--- src/rtl/ring_token_decoder_if.sv ---
// Token/status bundle between the stage ring and its receive-side decoder.
// master drives the sampled token, slave returns index, pulses and status.
interface ring_token_decoder_if #(
  parameter int BITNESS = 16,
  parameter int IDX_W   = 4,
  parameter int WRAP_W  = 8
);
  logic               EN;
  logic               i_CLR;
  logic [BITNESS-1:0] i_DATA;
  logic [IDX_W-1:0]   o_IDX;
  logic               o_VALID;
  logic               o_STEP;
  logic               o_WRAP;
  logic [WRAP_W-1:0]  o_WRAP_CNT;
  logic               o_ERR;

  modport master (
    output EN, i_CLR, i_DATA,
    input  o_IDX, o_VALID, o_STEP,
    input  o_WRAP, o_WRAP_CNT, o_ERR
  );

  modport slave (
    input  EN, i_CLR, i_DATA,
    output o_IDX, o_VALID, o_STEP,
    output o_WRAP, o_WRAP_CNT, o_ERR
  );
endinterface

--- src/rtl/ring_token_decoder.sv ---
// Decodes a rotating one-hot stage token, checks each move is a single
// legal rotation and counts completed ring revolutions.
module ring_token_decoder #(
  parameter int                 BITNESS     = 16,
  parameter bit                 shLeft      = 1'b1,
  parameter logic [BITNESS-1:0] RESET_VALUE = BITNESS'(1),
  parameter int                 IDX_W       = 4,
  parameter int                 WRAP_W      = 8
) (
  input logic                CLK,
  input logic                RST,
  ring_token_decoder_if.slave bus
);

  localparam logic [WRAP_W-1:0] CNT_MAX = {WRAP_W{1'b1}};

  logic [BITNESS-1:0] prev_q;
  logic [IDX_W-1:0]   idx_q;
  logic               valid_q;
  logic               step_q;
  logic               wrap_q;
  logic [WRAP_W-1:0]  cnt_q;
  logic               err_q;

  logic [BITNESS-1:0] data;
  logic [BITNESS-1:0] rot;
  logic [IDX_W-1:0]   idx_d;
  logic               onehot;
  logic               is_hold;
  logic               is_step;
  logic               is_jump;
  logic               wrap_bit;
  logic               wrap_ev;
  logic               err_ev;

  assign data = bus.i_DATA;

  always_comb begin
    onehot = (data != '0) &&
             ((data & (data - BITNESS'(1))) == '0);
    if (shLeft) begin
      rot      = {prev_q[BITNESS-2:0], prev_q[BITNESS-1]};
      wrap_bit = prev_q[BITNESS-1];
    end else begin
      rot      = {prev_q[0], prev_q[BITNESS-1:1]};
      wrap_bit = prev_q[0];
    end
    is_hold = onehot && (data == prev_q);
    is_step = onehot && !is_hold && (data == rot);
    is_jump = onehot && !is_hold && !is_step;
    wrap_ev = bus.EN && is_step && wrap_bit;
    err_ev  = bus.EN && (!onehot || is_jump);
  end

  always_comb begin
    idx_d = '0;
    for (int i = 0; i < BITNESS; i++) begin
      if (data[i]) idx_d = IDX_W'(i);
    end
  end

  always_ff @(posedge CLK or negedge RST) begin
    if (!RST) begin
      prev_q  <= RESET_VALUE;
      idx_q   <= '0;
      valid_q <= 1'b0;
      step_q  <= 1'b0;
      wrap_q  <= 1'b0;
      cnt_q   <= '0;
      err_q   <= 1'b0;
    end else begin
      step_q <= 1'b0;
      wrap_q <= 1'b0;
      if (bus.EN) begin
        unique case (1'b1)
          !onehot: valid_q <= 1'b0;
          is_hold: begin
            valid_q <= 1'b1;
            idx_q   <= idx_d;
          end
          is_step: begin
            valid_q <= 1'b1;
            idx_q   <= idx_d;
            prev_q  <= data;
            step_q  <= 1'b1;
            wrap_q  <= wrap_bit;
          end
          is_jump: begin
            valid_q <= 1'b1;
            idx_q   <= idx_d;
            prev_q  <= data;
          end
        endcase
      end
      // a fresh error or wrap outranks a simultaneous clear
      err_q <= err_ev || (err_q && !bus.i_CLR);
      if (wrap_ev) begin
        if (bus.i_CLR)
          cnt_q <= WRAP_W'(1);
        else if (cnt_q != CNT_MAX)
          cnt_q <= cnt_q + WRAP_W'(1);
      end else if (bus.i_CLR) begin
        cnt_q <= '0;
      end
    end
  end

  assign bus.o_IDX      = idx_q;
  assign bus.o_VALID    = valid_q;
  assign bus.o_STEP     = step_q;
  assign bus.o_WRAP     = wrap_q;
  assign bus.o_WRAP_CNT = cnt_q;
  assign bus.o_ERR      = err_q;

endmodule
--- src/flat_wrapper.sv ---
// flat-port wrapper written by rule: the top's interface ports become plain ports
module ring_token_decoder_flat 
#(
  parameter int                 BITNESS     = 16,
  parameter bit                 shLeft      = 1'b1,
  parameter logic [BITNESS-1:0] RESET_VALUE = BITNESS'(1),
  parameter int                 IDX_W       = 4,
  parameter int                 WRAP_W      = 8
)
  (CLK, RST, bus_EN, bus_i_CLR, bus_i_DATA, bus_o_IDX, bus_o_VALID, bus_o_STEP, bus_o_WRAP, bus_o_WRAP_CNT, bus_o_ERR);
  ring_token_decoder_if #(.BITNESS(BITNESS), .IDX_W(IDX_W), .WRAP_W(WRAP_W)) bus_i ();
  input logic CLK;
  input logic RST;
  input wire logic [$bits(bus_i.EN)-1:0] bus_EN;
  input wire logic [$bits(bus_i.i_CLR)-1:0] bus_i_CLR;
  input wire logic [$bits(bus_i.i_DATA)-1:0] bus_i_DATA;
  output wire logic [$bits(bus_i.o_IDX)-1:0] bus_o_IDX;
  output wire logic [$bits(bus_i.o_VALID)-1:0] bus_o_VALID;
  output wire logic [$bits(bus_i.o_STEP)-1:0] bus_o_STEP;
  output wire logic [$bits(bus_i.o_WRAP)-1:0] bus_o_WRAP;
  output wire logic [$bits(bus_i.o_WRAP_CNT)-1:0] bus_o_WRAP_CNT;
  output wire logic [$bits(bus_i.o_ERR)-1:0] bus_o_ERR;
  assign bus_i.EN = bus_EN;
  assign bus_i.i_CLR = bus_i_CLR;
  assign bus_i.i_DATA = bus_i_DATA;
  assign bus_o_IDX = bus_i.o_IDX;
  assign bus_o_VALID = bus_i.o_VALID;
  assign bus_o_STEP = bus_i.o_STEP;
  assign bus_o_WRAP = bus_i.o_WRAP;
  assign bus_o_WRAP_CNT = bus_i.o_WRAP_CNT;
  assign bus_o_ERR = bus_i.o_ERR;
  ring_token_decoder #(.BITNESS(BITNESS), .shLeft(shLeft), .RESET_VALUE(RESET_VALUE), .IDX_W(IDX_W), .WRAP_W(WRAP_W)) u_core (.CLK(CLK), .RST(RST), .bus(bus_i));
endmodule
--- config.mk ---
export PLATFORM = sky130hd
export DESIGN_NAME = ring_token_decoder_flat
export DESIGN_NICKNAME = d
export VERILOG_FILES = /design/src/rtl/ring_token_decoder_if.sv /design/src/rtl/ring_token_decoder.sv /design/src/flat_wrapper.sv
export SDC_FILE = /design/constraint.sdc
export NUM_CORES = 1
export LEC_CHECK = 0
export CAP_MARGIN = 25
export CORE_MARGIN = 5
export CORE_UTILIZATION = 50
export CTS_CLUSTER_SIZE = 8
export DETAILED_ROUTE_END_ITERATION = 8
export PLACE_DENSITY = 0.76
export SLEW_MARGIN = 30
export SYNTH_ARGS = -nofsm -noshare
export SYNTH_HDL_FRONTEND = slang
export SYNTH_SLANG_ARGS = --single-unit
--- constraint.sdc ---
create_clock -name CLK -period 6.8 [get_ports CLK]
set_clock_uncertainty 0.1 [all_clocks]
set_input_delay 1.02 -clock CLK [delete_from_list [all_inputs] [get_ports CLK]]
set_output_delay 1.02 -clock CLK [all_outputs]
set_load 0.02 [all_outputs]
# Word level (Yosys, flattened, before mapping)
# Cells that the tools add are included.
# totals
elab_cells	61
input_bits	20
ff_bits	32
# classes
n_eq_ne	3
add_sub_neg	2
bitwise	1
reduce_logical	24
mux	24
# ops
operator	n
two-way mux 4 bit	14
equality test 16 bit	2
two-way mux 8 bit	4
bitwise AND 16 bit	1
zero test 16 bit	1
nonzero test 16 bit	1
subtractor 16 x 1 -> 16 bit (second input constant)	1
logical AND 1 bit	9
adder 8 x 1 -> 8 bit (second input constant)	1
!= test 8 bit (second input constant)	1
AND reduction 2 bit	3
two-way mux 1 bit	5
zero test 1 bit	4
nonzero test 2 bit	2
OR reduction 3 bit	1
logical OR 1 bit	2
case mux 1 bit (2 select lines)	1
OR reduction 2 bit	1

# Logic depth before layout (Yosys ltp)
# depth
ltp_word	15
ltp_mapped	8
ltp_nobuf	6

# Worst setup path after synthesis
# No wires, ideal clock.
# synth_path
path_type	input to register
startpoint	input port bus_i_DATA[0]
endpoint	register u_core.cnt_q[7], in the netlist u_core.bus.o_WRAP_CNT[7]
stages	7
slack_ps	3093
arrival_ps	3480
required_time_ps	6573
cell_sequence	buf_2 -> or4_4 -> a2111oi_2 -> o211ai_1 -> or4_4 -> or4_1 -> mux2_1
# synth_via
elab_chain_cells	12
elab_cells_between_ends	16
classes_between	1 x add/sub; 2 x eq/ne; 1 x mux; 1 x bitwise; 11 x reduce/logical
# synth_lines
element	line_no	rtl
from (decl)	flat_wrapper.sv:16	input wire logic [$bits(bus_i.i_DATA)-1:0] bus_i_DATA;
subtractor 16 x 1 -> 16 bit	ring_token_decoder.sv:40	((data & (data - BITNESS'(1))) == '0);
bitwise AND 16 bit	ring_token_decoder.sv:40	
zero test 16 bit	ring_token_decoder.sv:40	
logical AND 1 bit	ring_token_decoder.sv:39	onehot = (data != '0) &&
logical AND 1 bit	ring_token_decoder.sv:48	is_hold = onehot && (data == prev_q);
zero test 1 bit	ring_token_decoder.sv:49	is_step = onehot && !is_hold && (data == rot);
logical AND 1 bit	ring_token_decoder.sv:49	
logical AND 1 bit (*)	ring_token_decoder.sv:49	
logical AND 1 bit (*) (2 in series)	ring_token_decoder.sv:51	wrap_ev = bus.EN && is_step && wrap_bit;
nonzero test 2 bit (no source line)	n/a	
AND reduction 2 bit (no source line)	n/a	
to (signal assigned)	ring_token_decoder.sv:101	cnt_q <= cnt_q + WRAP_W'(1);
to (decl)	ring_token_decoder.sv:22	logic [WRAP_W-1:0] cnt_q;
# Every way passes the cells marked *; elsewhere a longest branch is shown, timed or not.
# A chain may end at the register's enable or synchronous reset.

# Final worst setup path
# layout_path
startpoint	input port bus_i_DATA[1]
endpoint	register u_core.prev_q[10]
# layout_via
elab_chain_cells	12
elab_cells_between_ends	15
classes_between	1 x add/sub; 2 x eq/ne; 1 x bitwise; 11 x reduce/logical
# layout_lines
element	line_no	rtl
subtractor 16 x 1 -> 16 bit	ring_token_decoder.sv:40	
bitwise AND 16 bit	ring_token_decoder.sv:40	
zero test 16 bit	ring_token_decoder.sv:40	
logical AND 1 bit	ring_token_decoder.sv:39	
logical AND 1 bit	ring_token_decoder.sv:48	
zero test 1 bit	ring_token_decoder.sv:49, ring_token_decoder.sv:50	
logical AND 1 bit	ring_token_decoder.sv:49, ring_token_decoder.sv:50	
logical AND 1 bit	ring_token_decoder.sv:49	
zero test 1 bit	ring_token_decoder.sv:50	is_jump = onehot && !is_hold && !is_step;
logical AND 1 bit	ring_token_decoder.sv:50	
OR reduction 2 bit (no source line) (*)	n/a	
AND reduction 2 bit (no source line) (*)	n/a	
to (signal assigned)	ring_token_decoder.sv:84	prev_q <= data;
to (signal assigned)	ring_token_decoder.sv:91	prev_q <= data;
to (decl)	ring_token_decoder.sv:17	logic [BITNESS-1:0] prev_q;
# Marked as above.

==> results.toml <==
[setup_path]
path_buf_inv = 1
crit_slowest_cell = "nand4_1"
cp_cell_sequence = "clkdlybuf4s50_1 -> or4_4 -> a2111oi_2 -> o211ai_1 -> nor4_1 -> nand4_1 -> mux2_1"
cp-end-kind = "flip-flop"
worstPathRequired_ns = 6.86
critical_path.max_stage_delay_ns = 0.81
crit_type = "in -> reg"
cp.arrival_ns = 4.62
crit_family = "simple AND/OR/NAND/NOR gates"
critPathLaunchType = "input pin"
path_max_fanout = 16

[timing]
finalWorstSetupSlack_ns = 2.25
fmax_ghz = 0.220
setup_violations = 0
finalCritPeriodShare_pct = 67.0
slew_headroom_pct = 36.9
setup_tns_ns = 0
finalMaxSlewViolations = 0
fin_crit_ns = 4.55
hold_violations = 0
grt_setup_unrepaired = "no"
tightest_slew_ns = 0.938

[synthesis]
synthCells = 232
ys.flop_type = "dfrtp_1"
yosysSeqAreaShare_pct = 36.4
ys_ff_latch = 32
synth.avg_cell_area_sq_um = 9.50
synth_edf_count = 0
yosysWarningCount = 0
ys_types = 46
syn-num-nets = 253
yosysTopAreaCell = "dfrtp_1"
synthArstFlopShare_pct = 100
ys_top_cells_by_area = "dfrtp_1, mux2_1, xnor2_1, xor2_1, mux2_2"
synth_area_sq_um = 2200
synth_top_area_share_pct = 35.2

[cells_and_area]
areaGrowthSynthToFinish_pct = 20.3
drive_gt1_share_pct = 8.95
final_cell_area_sq_um = 2650
fillers = 372
final_nets = 277
n_antenna_cell = 0

[floorplan]
die_y_um = 76.4
rows = 24
start_util_pct = 51.0
die_w_um = 76.4
pin_count = 36
core_sq_um = 4320
die_area_sq_um = 5840

[pwr]
pwr_density_cell_nw_per_um2 = 162
power.leakage_uw = 0.00111
total_power_uw = 430
vdd_ir_drop_max_mv = 0.110

[cts]
cts_tree = "done"
cts_hold_buf = 0
clock_latency_ns = 0.29
clkSinkCount = 32
cts_buffers = 5
clkTransAtPathRegs_ns = 0.07
cts_setup_buffers = 0
clk_path_buf_depth = 2
cts_resized = 0
cts-root-buf = "clkbuf_8"
htreeDepth = 2

[grt]
grt_max_degree = 33
grt_pass1_wl_mm = 8.86
antenna_found_initial = 0
grt_usage_pct = 18.3
overflow = 0
grt_pass1_vias = 1780

[route]
drc = 0
drt_iter0_drc = 160
ant_nets = 0
firstDrtPassIters = 4
drt_wl_total_mm = 5.30
via_count = 1894
vias_per_cell = 6.13
wl_per_cell_um = 17.1

[placement]
dp_hpwl_mm = 3.83
place_congestion = 0.841
post-place-ws_ns = 1.99
post_dp_cell_area_sq_um = 2540
numPortBuffers = 35

[flow_run]
timing.max_cap.violations = 0

[worst_hold_path]
hold_class = "reg -> reg"

[run_status]
status = "finished clean"
## registers in the layout, indices dropped and copies added, names as in the netlist
signal                 flops
u_core.bus.o_ERR           1
u_core.bus.o_IDX           4
u_core.bus.o_STEP          1
u_core.bus.o_VALID         1
u_core.bus.o_WRAP          1
u_core.bus.o_WRAP_CNT      8
u_core.prev_q             16
## kinds of logic after synthesis
| group | after synthesis | synth area share [%] |
|---|---|---|
| XOR/XNOR | 32 | 12.7 |
| AND/OR/NAND/NOR | 76 | 20.0 |
| adder cells (fa/ha/maj) | 1 | 0.567 |
| buffers and inverters | 29 | 5.45 |
| flip-flops | 32 | 36.4 |
| multiplexers | 25 | 12.7 |
| AO/OA/AOI/OAI | 37 | 12.2 |
## worst register-to-register path: stages, from the launching register on
cell,delay [ns]
dfstp_2,0.56
xnor2_1,0.12
nand4_1,0.13
nor4_1,0.79
nand4_1,0.46
nor3_1,0.33
mux2_1,0.35
## cell type report
class,count,area [sq um],area share [%]
Multi-Input combinational cell,171,1280,48.3
Clock inverter,2,35.0,1.32
Inverter,10,37.5,1.42
Sequential cell,32,802,30.2
Clock buffer,6,72.6,2.74
Tap cell,52,65.1,2.45
Timing Repair Buffer,36,358,13.5
## power by group
part	internal, uW	switching (uW)	leakage, uW
sequential	191	0.321	0.000435
combinational	23.0	33.1	0.000615
clock	109	74.2	0.0000552
total	323	108	0.00111
## synth_stat cells, types with 2 or more instances
master and count:
a211o_1 3, a21oi_1 6, a31oi_1 4, a41oi_1 2
and3_1 4, buf_2 3, clkbuf_1 14, dfrtp_1 31
inv_1 10, mux2_1 15, mux2_2 9, nand2_1 3
nand2b_1 3, nand3_1 6, nand4_1 11, nor2_1 11
nor2b_1 4, nor3_1 9, nor4_1 12, o211ai_1 3
o21a_1 2, o21ai_0 5, o22ai_1 2, o31ai_1 2
or3_1 4, or4_1 3, or4_4 2, xnor2_1 16
xor2_1 16
## through the flow
step	hold slack, ns	util, %	instances
5_1_grt	0.438	61.3	309
4_1_cts	0.412	61.3	309
3_3_place_gp	0.391	58.9	301
3_5_place_dp	0.397	58.9	301
2_1_floorplan	0.427	-	232
6_report	0.403	61.3	309
## per-layer routing
layer,vias up,global-route usage (%),wire (um)
met5,-,0,0
met4,0,5.59,66
met3,6,4.02,324
met2,64,28.5,2480
met1,913,25.3,2420
li1,911,-,-
## final timing paths
path	slack, ns	end	depth (start not counted)	start
setup / recovery	2.25	u_core.prev_q[10]	7	bus_i_DATA[1]
hold / removal	0.40	u_core.bus.o_VALID	1	u_core.bus.o_VALID
setup reg to reg	3.85	u_core.bus.o_WRAP_CNT[5]	6	u_core.prev_q[0]
hold reg to reg	0.40	u_core.bus.o_VALID	1	u_core.bus.o_VALID
max in group asynchronous	5.24	u_core.prev_q[0]	2	RST
min in group asynchronous	1.04	u_core.prev_q[3]	2	RST
## cells in the final DEF, fill, tap and decap left out, types with 6 or more instances in the layout
cell / instances
clkdlybuf4s50_1: 35
dfrtp_1: 31
xor2_1: 16
xnor2_1: 16
mux2_1: 15
nor4_1: 12
nand4_1: 11
nor2_1: 11
inv_1: 10
nor3_1: 9
mux2_2: 9
a21oi_1: 6
nand3_1: 6
Note: power is estimated with default switching activity, not from simulation.
